[src/rtl/dice_cgra_tid_dispatcher.sv]
// dice_cgra_tid_dispatcher: walks the per-launch thread active mask one word at a
// time and issues active TIDs lowest-first into the downstream TID shift register.
// Optional macro DICE_TID_DISP_PERF_EN adds the perf_issued / perf_stall counters.
module dice_cgra_tid_dispatcher #(
  parameter int TOTAL_TID = 512,
  parameter int TID_WIDTH = $clog2(TOTAL_TID),
  parameter int MASK_W    = 32
) (
  input  logic                 clk,
  input  logic                 rst_n,
  input  logic                 start,
  input  logic [TID_WIDTH:0]   num_tid,
  input  logic                 abort,
  input  logic                 mask_valid,
  input  logic [MASK_W-1:0]    mask_data,
  output logic                 mask_ready,
  input  logic                 stall,
  output logic [TID_WIDTH-1:0] out_tid,
  output logic                 out_valid,
  input  logic                 sr_empty,
  output logic                 sr_clr,
  output logic                 busy,
  output logic                 done
`ifdef DICE_TID_DISP_PERF_EN
  ,
  output logic [31:0]          perf_issued,
  output logic [31:0]          perf_stall
`endif
);
  // base and N carry one extra bit so base >= N is visible when N == TOTAL_TID
  localparam int BW = TID_WIDTH + 1;
  localparam int IW = (MASK_W > 1) ? $clog2(MASK_W) : 1;

  typedef enum logic [2:0] {IDLE, FETCH, ISSUE, DRAIN, DONE} state_t;

  state_t                state, state_d;
  logic [BW-1:0]         n_q, n_d, base_q, base_d, n_clamp;
  logic [MASK_W-1:0]     word_q, word_d;
  logic                  drain_arm_q, drain_arm_d;
  logic                  vld_d, clr_d;
  logic [TID_WIDTH-1:0]  tid_d;

  // index of the lowest set bit (0 for an empty word, never used then)
  function automatic logic [IW-1:0] ctz(input logic [MASK_W-1:0] w);
    ctz = '0;
    for (int i = MASK_W - 1; i >= 0; i--)
      if (w[i]) ctz = IW'(i);
  endfunction

  // drop bits whose TID lies at or beyond the launch thread count
  function automatic logic [MASK_W-1:0] trim(input logic [MASK_W-1:0] w,
                                             input logic [BW-1:0] b,
                                             input logic [BW-1:0] n);
    trim = w;
    for (int i = 0; i < MASK_W; i++)
      if ((32'(b) + 32'(i)) >= 32'(n)) trim[i] = 1'b0;
  endfunction

  assign n_clamp    = (num_tid > BW'(TOTAL_TID)) ? BW'(TOTAL_TID) : num_tid;
  assign mask_ready = (state == FETCH);
  assign busy       = (state != IDLE);
  assign done       = (state == DONE);

  // next-state and next-datapath decode; abort overrides everything
  always_comb begin
    state_d     = state;
    n_d         = n_q;
    base_d      = base_q;
    word_d      = word_q;
    drain_arm_d = drain_arm_q;
    vld_d       = 1'b0;
    tid_d       = out_tid;
    clr_d       = 1'b0;
    case (state)
      IDLE: if (start) begin
        n_d         = n_clamp;
        base_d      = '0;
        drain_arm_d = 1'b0;
        state_d     = (n_clamp == '0) ? DRAIN : FETCH;
      end
      FETCH: if (mask_valid) begin
        word_d  = trim(mask_data, base_q, n_q);
        state_d = ISSUE;
      end
      ISSUE: if (!stall) begin
        if (word_q != '0) begin
          vld_d  = 1'b1;
          tid_d  = TID_WIDTH'(base_q + BW'(ctz(word_q)));
          word_d = word_q & (word_q - 1'b1);
        end
        // leave once the word is exhausted (an empty word costs one bubble)
        if (word_d == '0) begin
          base_d      = base_q + BW'(MASK_W);
          drain_arm_d = 1'b0;
          state_d     = (base_d >= n_q) ? DRAIN : FETCH;
        end
      end
      // first DRAIN cycle skips sr_empty: the last issue is still in flight
      DRAIN: begin
        if (!drain_arm_q) drain_arm_d = 1'b1;
        else if (sr_empty) state_d = DONE;
      end
      DONE:    state_d = IDLE;
      default: state_d = IDLE;
    endcase
    if (abort) begin
      state_d = IDLE;
      word_d  = '0;
      vld_d   = 1'b0;
      clr_d   = 1'b1;
    end
  end

  // FSM state register
  always_ff @(posedge clk or negedge rst_n) begin
    if (!rst_n) state <= IDLE;
    else        state <= state_d;
  end

  // datapath and registered outputs
  always_ff @(posedge clk or negedge rst_n) begin
    if (!rst_n) begin
      n_q         <= '0;
      base_q      <= '0;
      word_q      <= '0;
      drain_arm_q <= 1'b0;
      out_valid   <= 1'b0;
      out_tid     <= '0;
      sr_clr      <= 1'b0;
    end else begin
      n_q         <= n_d;
      base_q      <= base_d;
      word_q      <= word_d;
      drain_arm_q <= drain_arm_d;
      out_valid   <= vld_d;
      out_tid     <= tid_d;
      sr_clr      <= clr_d;
    end
  end

`ifdef DICE_TID_DISP_PERF_EN
  // saturating perf counters, cleared when a launch is accepted
  always_ff @(posedge clk or negedge rst_n) begin
    if (!rst_n) begin
      perf_issued <= '0;
      perf_stall  <= '0;
    end else if (state == IDLE && start && !abort) begin
      perf_issued <= '0;
      perf_stall  <= '0;
    end else begin
      if (out_valid && !(&perf_issued)) perf_issued <= perf_issued + 32'd1;
      if (state == ISSUE && stall && (word_q != '0) && !(&perf_stall))
        perf_stall <= perf_stall + 32'd1;
    end
  end
`endif

endmodule

[config.mk]
export PLATFORM = sky130hd
export DESIGN_NAME = dice_cgra_tid_dispatcher
export DESIGN_NICKNAME = d
export VERILOG_FILES = /design/src/rtl/dice_cgra_tid_dispatcher.sv
export SDC_FILE = /design/constraint.sdc
export NUM_CORES = 1
export LEC_CHECK = 0
export ABC_AREA = 1
export BUFFER_PORTS_ARGS = -buffer_cell sky130_fd_sc_hd__buf_2
export CORE_ASPECT_RATIO = 0.8
export CORE_MARGIN = 8
export CORE_UTILIZATION = 45
export DETAILED_ROUTE_END_ITERATION = 12
export GPL_TIMING_DRIVEN = 0
export HOLD_SLACK_MARGIN = 0.06
export PLACE_DENSITY = 0.66
export SLEW_MARGIN = 20
export SYNTH_ARGS = -nofsm -noshare
export SYNTH_HDL_FRONTEND = slang
export SYNTH_SLANG_ARGS = --single-unit
[constraint.sdc]
create_clock -name clk -period 3 [get_ports clk]
set_clock_uncertainty 0.15 [all_clocks]
set_input_delay 0.6 -clock clk [delete_from_list [all_inputs] [get_ports clk]]
set_output_delay 0.6 -clock clk [all_outputs]
set_load 0.05 [all_outputs]
==> results of run 1 <==
-- critical path, stage by stage, from the launching register on --
cell and delay, ns:
dfrtp_1 0.44, nor2_2 0.09, nand2_1 0.13, nor2_2 0.07
nand2_4 0.08, nor2_4 0.05, nor2_2 0.16, nand3_4 0.13
nor2_4 0.13, nand3_1 0.15, o21ai_2 0.19, nand4_1 0.14
nor2_2 0.21, nand3_2 0.17, nand2_2 0.13, nand2_4 0.07
buf_6 0.15, nand2_1 0.07, o31ai_2 0.06
-- Yosys cell counts, drive strengths merged --
library cell	instances	share of area (%)
nor3	17	1.9
o22ai	14	1.8
ha	26	6.9
o21a	6	0.95
buf	1	0.24
a32oi	2	0.37
and2	1	0.13
and3	1	0.13
nand2	155	13
o211ai	2	0.32
a21boi	1	0.16
o41ai	1	0.18
nor4	4	0.53
nand4	21	2.9
nand3	33	3.6
a211oi	3	0.58
o31ai	5	1.0
a221oi	1	0.18
o2111ai	1	0.18
o311ai	1	0.18
a22o	1	0.18
a31oi	6	0.79
and3b	1	0.18
xor2	4	0.74
o32ai	3	0.55
a21oi	40	4.2
nor2	84	7.2
conb	1	0.079
o21ai	78	8.4
dfrtp	62	33
clkbuf	19	1.5
inv	106	8.4
or4	1	0.16
-- final timing paths --
path,from,end,cells after the start
max in group asynchronous,rst_n,word_q[0],3
min reg2reg,out_tid[3],out_tid[3],2
min in group asynchronous,rst_n,n_q[7],2
min,abort,sr_clr,1
max,word_q[8],base_q[8],18
max reg2reg,word_q[8],base_q[8],18
-- logic make-up (layout without fill, tap and decap cells) --
logic type	Yosys count	count (layout)	synth area share (%)
and+or+nand+nor	318	318	29.4
AOI/OAI and AO/OA	165	165	20.1
buffers and inverters	126	216	10.1
DFF	62	62	32.7
adders and majority gates	26	26	6.85
xor gates and xnor gates	4	4	0.738
other	1	1	0.0790
-- sequential cells by signal, indices dropped and copies added (netlist names) --
name / flops
sr_clr: 1
n_q: 10
base_q: 5
word_q: 32
state: 3
drain_arm_q: 1
out_valid: 1
out_tid: 9
-- area by class of cell --
cell class | count | area [µm²] | area share (%)
flip-flops and latches | 62 | 1560 | 26.9
clock inverters | 7 | 81.3 | 1.41
well taps | 140 | 175 | 3.03
inverters | 106 | 398 | 6.88
plain buffers | 20 | 85.1 | 1.47
clock buffers | 9 | 225 | 3.89
multi-input cells | 514 | 2850 | 49.2
repair buffers | 74 | 422 | 7.29
-- per-layer routing --
metal,vias to the layer above,global-route usage (%)
li1,2518,-
met1,2487,35.4
met2,253,32.4
met3,28,5.54
met4,0,8.59
met5,-,0
-- stage by stage --
stage | cell area (µm²) | util (%) | hold WS (ns)
floorplan | 4750 | - | 0.154
CTS | 5620 | 54.9 | 0.286
finish | 5790 | 56.5 | 0.301
detailed placement | 5260 | 51.4 | 0.308
global route | 5790 | 56.5 | 0.293
global placement | 5240 | 51.1 | 0.303
-- where the power goes --
group / switching (mW) / internal [mW]
clock network: 0.431 / 0.654
registers: 0.354 / 1.16
logic: 2.92 / 1.34
total: 3.71 / 3.16
-- what timing repair did --
item,in CTS,in global routing
hold buffers,1,0
setup endpoints to repair,31,27
gates resized for setup,11,33
setup buffers,2,7
endpoints found under the hold margin,26,0
gates cloned,0,1
pin swaps,3,4
==> reports/qor.yml, run 1 <==
critical_path:
  startpoint_type: "flop"
  path_class: "flop to flop"
  cp.arrival_ns: 2.96
  critPathRequiredTime_ns: 3.06
  path_max_fanout: 5
  ff2ff_setup_slack_ns: 0.09
  worstSetupEndpointType: "flop"
timing:
  finalCriticalPeriod_ns: 2.91
  period_share_pct: 96.8
  slew_headroom_pct: 49.8
  finalSetupViolations: 0
  tns_ns: 0
  hold_violations: 0
  setup_ws_ns: 0.0946
  drv_slew: 0
  timing.fmax_mhz: 344
  tightest_slew_ns: 0.754
  rsz0062_at_grt: "yes"
power:
  total_power_mw: 6.87
  cellLeakagePower_nw: 2.90
  powerDensity_nw_per_um2: 1190
  vdd_drop_max_mv: 0.521
route:
  avgViaCountPerCell: 5.67
  routedWlPerCell_um: 17.6
  drt_iter0_markers: 621
  m1WireLength_mm: 7.89
  finalWirelength_mm: 16.4
  wl_met3_mm: 1.54
  drc: 0
  drtPass1Iterations: 5
  num_vias: 5286
  drtAntennaViolNets: 0
  wl_met2_mm: 6.64
  topRoutingLayerUsed: "met4"
logic_synthesis:
  syn_area_per_cell_um2: 6.76
  synth_area_um2: 4750
  synth.distinct_cells: 45
  syn_nets: 777
  syn_inst: 702
  ys_seq_elements: 62
  synth_seq_area_share_pct: 32.7
  yosys_warnings: 0
final_layout:
  layout_common_cells: "nand2_1 (145), inv_1 (100), o21ai_0 (71)"
  drive_gt1_share_pct: 18.4
  area_growth_pct: 21.9
  fill_cells: 1024
  fin_cells: 932
  final_nets: 862
  diodes: 0
  final_common_cell: "nand2_1"
clock_network:
  cts_root_buffer: "clkbuf_16"
  cts_tree: "yes"
  cts.clk_slew.worst_paths_ns: 0.06
  cts.path.max_buffers: 2
  cts_made_buffers: 9
  clock_sinks: 62
  clk_latency_ns: 0.34
  cts_max_level: 3
place:
  dpl.cell_count: 905
  dp_hpwl_mm: 13.1
  port_buffers: 62
  routabilityCongestion: 0.970
  post-place-ws_ns: -0.218
global_routing:
  antenna_found_initial: 0
  grt_pass1_vias: 4983
  overflow: 0
  grt_max_degree: 37
  grtUsageTotal_pct: 23.8
  grt_pass1_wl_mm: 25.8
floorplan:
  fp.dieW_um: 131
  dieArea_um2: 14100
  placementRows: 33
  core-area_um2: 10200
  initial_core_util_pct: 46.3
  boundaryPins: 63
  fp.dieH_um: 108
run_status:
  status: "finished, final reports clean"
worst_hold_path:
  min_path_type: "input pin to flop"
run:
  maxCapViolCount: 0
(Power assumes the default switching activity.)
==> run 2: changes to the inputs <==
--- a/config.mk
+++ b/config.mk
@@ -9,3 +9,3 @@
 export BUFFER_PORTS_ARGS = -buffer_cell sky130_fd_sc_hd__buf_2
-export CORE_ASPECT_RATIO = 0.8
+export CORE_ASPECT_RATIO = 0.6
 export CORE_MARGIN = 8
--- a/constraint.sdc
+++ b/constraint.sdc
@@ -4,2 +4,2 @@
 set_output_delay 0.6 -clock clk [all_outputs]
-set_load 0.05 [all_outputs]
+set_load 0.01 [all_outputs]
==> reports/qor.yml, run 2 (synthesis gave the netlist of run 1 again) <==
timing:
  rsz0062_at_grt: "yes"
  drv_slew: 0  # unchanged
  whs_ns: 0.298  # -0.00268 ns
  finalSetupViolations: 0  # unchanged
  timing.fmax_mhz: 335  # -2.6%
  finalCriticalPeriod_ns: 2.98  # +0.0781 ns
  period_share_pct: 99.4  # +2.6 points
  hold_violations: 0  # unchanged
  tightest_slew_ns: 0.879  # +0.125 ns
  tns_ns: 0  # unchanged
  slew_headroom_pct: 41.4  # -8.3 points
critical_path:
  path_max_fanout: 4  # -1
  worstSetupEndpointType: "flop"
  crit_family: "simple AND/OR/NAND/NOR gates"
  slowest_stage: "dfrtp_1"
  path_cells: "nor2_2 -> nand2_1 -> nor2_1 -> nand2_2 -> nor2_4 -> nor2_2 -> nand4_1 -> inv_2 -> nand4_4 -> nor2_4 -> nand2_2 -> o21ai_2 -> nand4_1 -> nor2_1 -> nand3_2 -> a211oi_4 -> nor2_2 -> nand2_1 -> nand2_1"
  cp.arrival_ns: 3.07  # +0.11 ns
  path_class: "flop to flop"
  startpoint_type: "flop"
  critPathRequiredTime_ns: 3.08  # +0.02 ns
  cp_slowest_stage_delay_ns: 0.42  # -0.02 ns
  path_buf_inv: 1  # unchanged
run:
  maxCapViolCount: 0  # unchanged
run_status:
  status: "finished, final reports clean"
final_layout:
  drive_gt1_share_pct: 22.0  # +3.6 points
  largestRegisters: "word_q: 32 flops, n_q: 10 flops, out_tid: 9 flops"
  area_growth_pct: 27.0
  layout_common_cells: "nand2_1 (139), inv_1 (99), o21ai_0 (71)"
  final_common_cell: "nand2_1"
  fin_cells: 953  # +2.3%
  largest_reg_flops: 32  # unchanged
  top_register: "word_q"
  final_nets: 884  # +2.6%
  diodes: 0  # unchanged
  fin_area_um2: 6030  # +4.2%
power:
  cellLeakagePower_nw: 3.04  # +4.8%
  total_power_mw: 7.30  # +6.3%
  powerDensity_nw_per_um2: 1210  # +2.0%
  vdd_drop_max_mv: 0.567  # +8.8%
floorplan:
  boundaryPins: 63  # unchanged
  core-area_um2: 10400  # +1.7%
  fp.dieH_um: 95.5  # -11%
  dieArea_um2: 14200  # +0.62%
  fp.dieW_um: 149  # +14%
  placementRows: 29  # -12%
  initial_core_util_pct: 45.6  # -0.77 points
place:
  placed_cell_area_um2: 5250  # -0.12%
  port_buffers: 62  # unchanged
  routabilityCongestion: 0.974  # +0.41%
  dpl.cell_count: 904  # -0.11%
  dp_hpwl_mm: 13.9  # +6.4%
clock_network:
  clock_sinks: 62  # unchanged
  cts_tree: "yes"
  cts_max_level: 3  # unchanged
  clk_latency_ns: 0.34  # about the same
  cts_root_buffer: "clkbuf_16"
  cts.path.max_buffers: 2  # unchanged
  cts_made_buffers: 9  # unchanged
  cts.clk_slew.worst_paths_ns: 0.06  # about the same
route:
  drt_iter0_markers: 683  # +10%
  finalWirelength_mm: 17.9  # +9.2%
  num_vias: 5461  # +3.3%
  drc: 0  # unchanged
  routedWlPerCell_um: 18.8  # +6.8%
  avgViaCountPerCell: 5.73  # +1.0%
  drtAntennaViolNets: 0  # unchanged
  drtPass1Iterations: 5  # unchanged
global_routing:
  grt_pass1_wl_mm: 26.9  # +4.1%
  grt_pass1_vias: 4924  # -1.2%
  overflow: 0  # unchanged
  antenna_found_initial: 0  # unchanged
  grt_max_degree: 36  # -2.7%
  grtUsageTotal_pct: 25.0  # +1.1 points
worst_hold_path:
  min_path_type: "input pin to flop"
[run 2: cell types whose count changed in the layout (fill, tap and decap cells not counted), sizes merged]
cell,delta
buf,+22
inv,-1
clkbuf,+1
clkinv,-1
bufinv,+2
clkinvlp,-1
[run 2: through the flow]
step           worst slack (ns)  util [%]
2_1_floorplan             0.623         -
3_3_place_gp             -0.132      50.2
3_5_place_dp             -0.129      50.4
4_1_cts                 0.00468      54.5
5_1_grt                  -0.156      57.9
6_report                 0.0165      57.9
[run 2: area by class of cell]
cell class                      instances  area, µm²
Clock inverter                          6        116
Fill cell                            1025       4380
Tap cell                              139        174
Sequential cell                        62       1560
Timing Repair Buffer                   96        587
Multi-Input combinational cell        514       2870
Inverter                              106        400
Buffer                                 20       86.3
Clock buffer                           10        239
[run 2: what timing repair did]
| item | 4_1_cts | 5_1_grt |
|---|---|---|
| gates resized for setup | 11 | 50 |
| pin swaps | 3 | 12 |
| setup buffers | 2 | 29 |
| endpoints found under the hold margin | 27 | 0 |
| hold buffers | 1 | 0 |
| endpoints found under the setup margin | 19 | 42 |
| cloned | 0 | 1 |
[run 2: metal layers]
layer | wire [µm] | track usage, % | vias up | part of all wire [%]
li1 | - | - | 2563 | -
met1 | 8680 | 37.4 | 2541 | 48
met2 | 6760 | 32.4 | 319 | 38
met3 | 2120 | 7.82 | 38 | 12
met4 | 391 | 8.44 | 0 | 2.2
met5 | 0 | 0 | - | 0
[run 2: worst register-to-register path, cell delays in order (launching register included)]
cell,delay (ns)
dfrtp_1,0.42
nor2_2,0.08
nand2_1,0.10
nor2_1,0.08
nand2_2,0.09
nor2_4,0.06
nor2_2,0.09
nand4_1,0.17
inv_2,0.11
nand4_4,0.13
nor2_4,0.15
nand2_2,0.08
o21ai_2,0.13
nand4_1,0.15
nor2_1,0.19
nand3_2,0.16
a211oi_4,0.31
nor2_2,0.09
nand2_1,0.07
nand2_1,0.05
[run 2: path summary, 6_finish.rpt]
path                            start    endpoint  slack [ns]  cells after the start
max                        word_q[31]    state[1]        0.02                     19
min                             abort      sr_clr        0.30                      1
max reg2reg                word_q[31]    state[1]        0.02                     19
min reg2reg                out_tid[3]  out_tid[3]        0.31                      2
max in group asynchronous       rst_n  word_q[10]        1.58                      3
min in group asynchronous       rst_n      n_q[7]        0.57                      2
[run 2: where the power goes]
group	leakage (nW)	internal (mW)	switching, mW	total (mW)
Sequential	0.807	1.16	0.358	1.52
Clock	0.174	0.841	0.419	1.26
Combinational	2.06	1.55	2.97	4.52
Total	3.04	3.55	3.75	7.30
==> run 3: changes to the inputs <==
clock period = 2.85 ns   (was 3 ns; I/O delays follow)
==> reports/qor.yml, run 3 (synthesis gave the netlist of run 1 again) <==
critical_path:
  path_cells: "nor2_4 -> nand3_1 -> nor2_2 -> nand3_2 -> nor2_4 -> nand3_1 -> o21ai_1 -> nand4_1 -> nor2_2 -> nand3_2 -> a211oi_4 -> nor2_2 -> nand2_1 -> nand2_1"
  r2r_cells: 14  # -5
  ff2ff_setup_slack_ns: -0.1  # -0.11 ns
  cp_num_cells: 14  # -5
  cp.arrival_ns: 3.02  # -0.05 ns
  path_max_fanout: 5  # +1
  crit_path_frequent_cell: "nor2_2"
  worstSetupEndpointType: "flop"
  slowest_stage: "dfrtp_1"
  path_class: "flop to flop"
  path_buf_inv: 0  # -1
  cp_slowest_stage_delay_ns: 0.42  # about the same
  startpoint_type: "flop"
  critPathRequiredTime_ns: 2.93  # -0.15 ns
  crit_family: "simple AND/OR/NAND/NOR gates"
floorplan:
  initial_core_util_pct: 45.6  # unchanged
  fp.dieH_um: 95.5  # unchanged
  fp.dieW_um: 149  # unchanged
  placementRows: 29  # unchanged
  dieArea_um2: 14200  # unchanged
  core-area_um2: 10400  # unchanged
  boundaryPins: 63  # unchanged
final_layout:
  final_common_cell: "nand2_1"
  fill_cells: 1011  # -1.4%
  drive_gt1_share_pct: 21.9  # -0.13 points
  final_nets: 889  # +0.57%
  largest_reg_flops: 32  # unchanged
  top_register: "word_q"
  post-route-util_pct: 58.2  # +0.32 points
  diodes: 0  # unchanged
  fin_area_um2: 6060  # +0.56%
  area_growth_pct: 27.8
  largestRegisters: "word_q: 32 flops, n_q: 10 flops, out_tid: 9 flops"
  layout_common_cells: "nand2_1 (143), inv_1 (98), o21ai_0 (70)"
worst_hold_path:
  min_path_type: "input pin to flop"
  hold_path_depth: 1  # unchanged
power:
  power.share.clock_pct: 17.1  # -0.2 points
  vdd_drop_max_mv: 0.646  # +14%
  power_switching_mw: 4.00  # +6.7%
  p_int_mw: 3.77  # +6.0%
  powerDensity_nw_per_um2: 1280  # +5.8%
  seqPwrFrac_pct: 19.9  # -0.9 points
  switching_share_pct: 51.5  # +0.16 points
  cellLeakagePower_nw: 3.06  # +0.64%
  comb_power_share_pct: 63.1  # +1.2 points
place:
  dp_hpwl_mm: 13.9  # unchanged
  routabilityCongestion: 0.974  # unchanged
  port_buffers: 62  # unchanged
  placed_cell_area_um2: 5250  # unchanged
  post-place-ws_ns: -0.279  # -0.150 ns
route:
  drtAntennaViolNets: 0  # unchanged
  num_vias: 5565  # +1.9%
  routedWlPerCell_um: 18.9  # +0.51%
  avgViaCountPerCell: 5.81  # +1.4%
  finalWirelength_mm: 18.1  # +1.0%
  drt_iter0_markers: 656  # -4.0%
  drtPass1Iterations: 5  # unchanged
  drc: 0  # unchanged
timing:
  rsz0062_at_grt: "yes"
  period_share_pct: 103  # +3.9 points
  whs_ns: 0.270  # -0.0281 ns
  drv_slew: 0  # unchanged
  timing.fmax_mhz: 340  # +1.3%
  tightest_slew_ns: 0.888  # +0.00891 ns
  finalCriticalPeriod_ns: 2.95  # -0.0380 ns
  finalSetupViolations: 9  # +9
  slew_headroom_pct: 40.8  # -0.59 points
  hold_violations: 0  # unchanged
  setup_ws_ns: -0.0955  # -0.112 ns
clock_network:
  cts_max_level: 3  # unchanged
  cts_root_buffer: "clkbuf_16"
  cts.path.max_buffers: 2  # unchanged
  cts.clk_slew.worst_paths_ns: 0.05  # about the same
  clock_sinks: 62  # unchanged
  cts_made_buffers: 9  # unchanged
  cts_tree: "yes"
  clk_latency_ns: 0.34  # about the same
global_routing:
  grt_pass1_wl_mm: 27.7  # +2.9%
  gr-usage-met2_pct: 33.2  # +0.79 points
  grtUsageTotal_pct: 25.7  # +0.72 points
  overflow: 0  # unchanged
  met3_usage_pct: 8.53  # +0.71 points
  grt_pass1_vias: 5084  # +3.2%
  use_met1_pct: 38.1  # +0.74 points
  grt_max_degree: 36  # unchanged
  antenna_found_initial: 0  # unchanged
  grt-busiest-layer: "met1"
run_status:
  violations: "setup timing"
  status: "complete, but fails checks"
run:
  maxCapViolCount: 0  # unchanged
## run 3: cell count changes in the layout (fill, tap and decap cells not counted), moves of 2 or more
cell	change
dfrtp_2	-2
nor2_1	+2
dfrtp_1	+2
nand2_1	+4
buf_4	+6
nor2_2	-2
nand2_2	-3
## run 3: worst register-to-register path, cell delays in order, from the launching register on
cell and delay [ns]:
dfrtp_1 0.42, nor2_4 0.21, nand3_1 0.15, nor2_2 0.17
nand3_2 0.18, nor2_4 0.18, nand3_1 0.17, o21ai_1 0.21
nand4_1 0.13, nor2_2 0.20, nand3_2 0.15, a211oi_4 0.31
nor2_2 0.09, nand2_1 0.06, nand2_1 0.05
## run 3: power by group through the flow
stage	registers [mW]	clock network [mW]	logic, mW
final	1.54	1.33	4.90
after global routing	1.58	1.38	5.34
after CTS	1.52	1.34	4.43
after detailed placement	1.59	0	3.90
after global placement	1.58	0	3.89
after floorplan	1.50	0	2.76
## run 3: through the flow
step / setup TNS [ns] / power, mW / cells
floorplan: 0 / 4.26 / 702
global placement: -4.12 / 5.47 / 903
detailed placement: -4.22 / 5.49 / 904
CTS: -0.0612 / 7.29 / 947
global route: -1.43 / 8.30 / 958
finish: -0.557 / 7.77 / 958
## run 3: layout make-up
| type | count | area [µm²] | area share, % |
|---|---|---|---|
| Buffer | 20 | 86.3 | 1.42 |
| Clock buffer | 10 | 239 | 3.94 |
| Clock inverter | 6 | 116 | 1.92 |
| Inverter | 106 | 404 | 6.67 |
| Multi-Input combinational cell | 514 | 2870 | 47.3 |
| Sequential cell | 62 | 1560 | 25.7 |
| Tap cell | 139 | 174 | 2.87 |
| Timing Repair Buffer | 101 | 621 | 10.2 |
## run 3: per-layer routing
metal | vias to the layer above | part of all wire (%)
met1 | 2591 | 48
li1 | 2578 | -
met4 | 0 | 2.2
met5 | - | 0
met2 | 361 | 37
met3 | 35 | 13
## run 3: path summary, 6_finish.rpt
check | to | from
setup / recovery | state[0] | word_q[2]
hold / removal | sr_clr | abort
setup reg to reg | state[0] | word_q[2]
hold reg to reg | out_tid[3] | out_tid[3]
max in group asynchronous | word_q[11] | rst_n
min in group asynchronous | n_q[7] | rst_n
## run 3: what timing repair did
item                                    CTS  global route
buffers inserted                         26            11
pin swaps                                 8             7
gates resized for setup                  27            28
endpoints found under the hold margin    27             0
endpoints found under the setup margin   31            41
hold buffers                              1             0
cloned                                    0             0
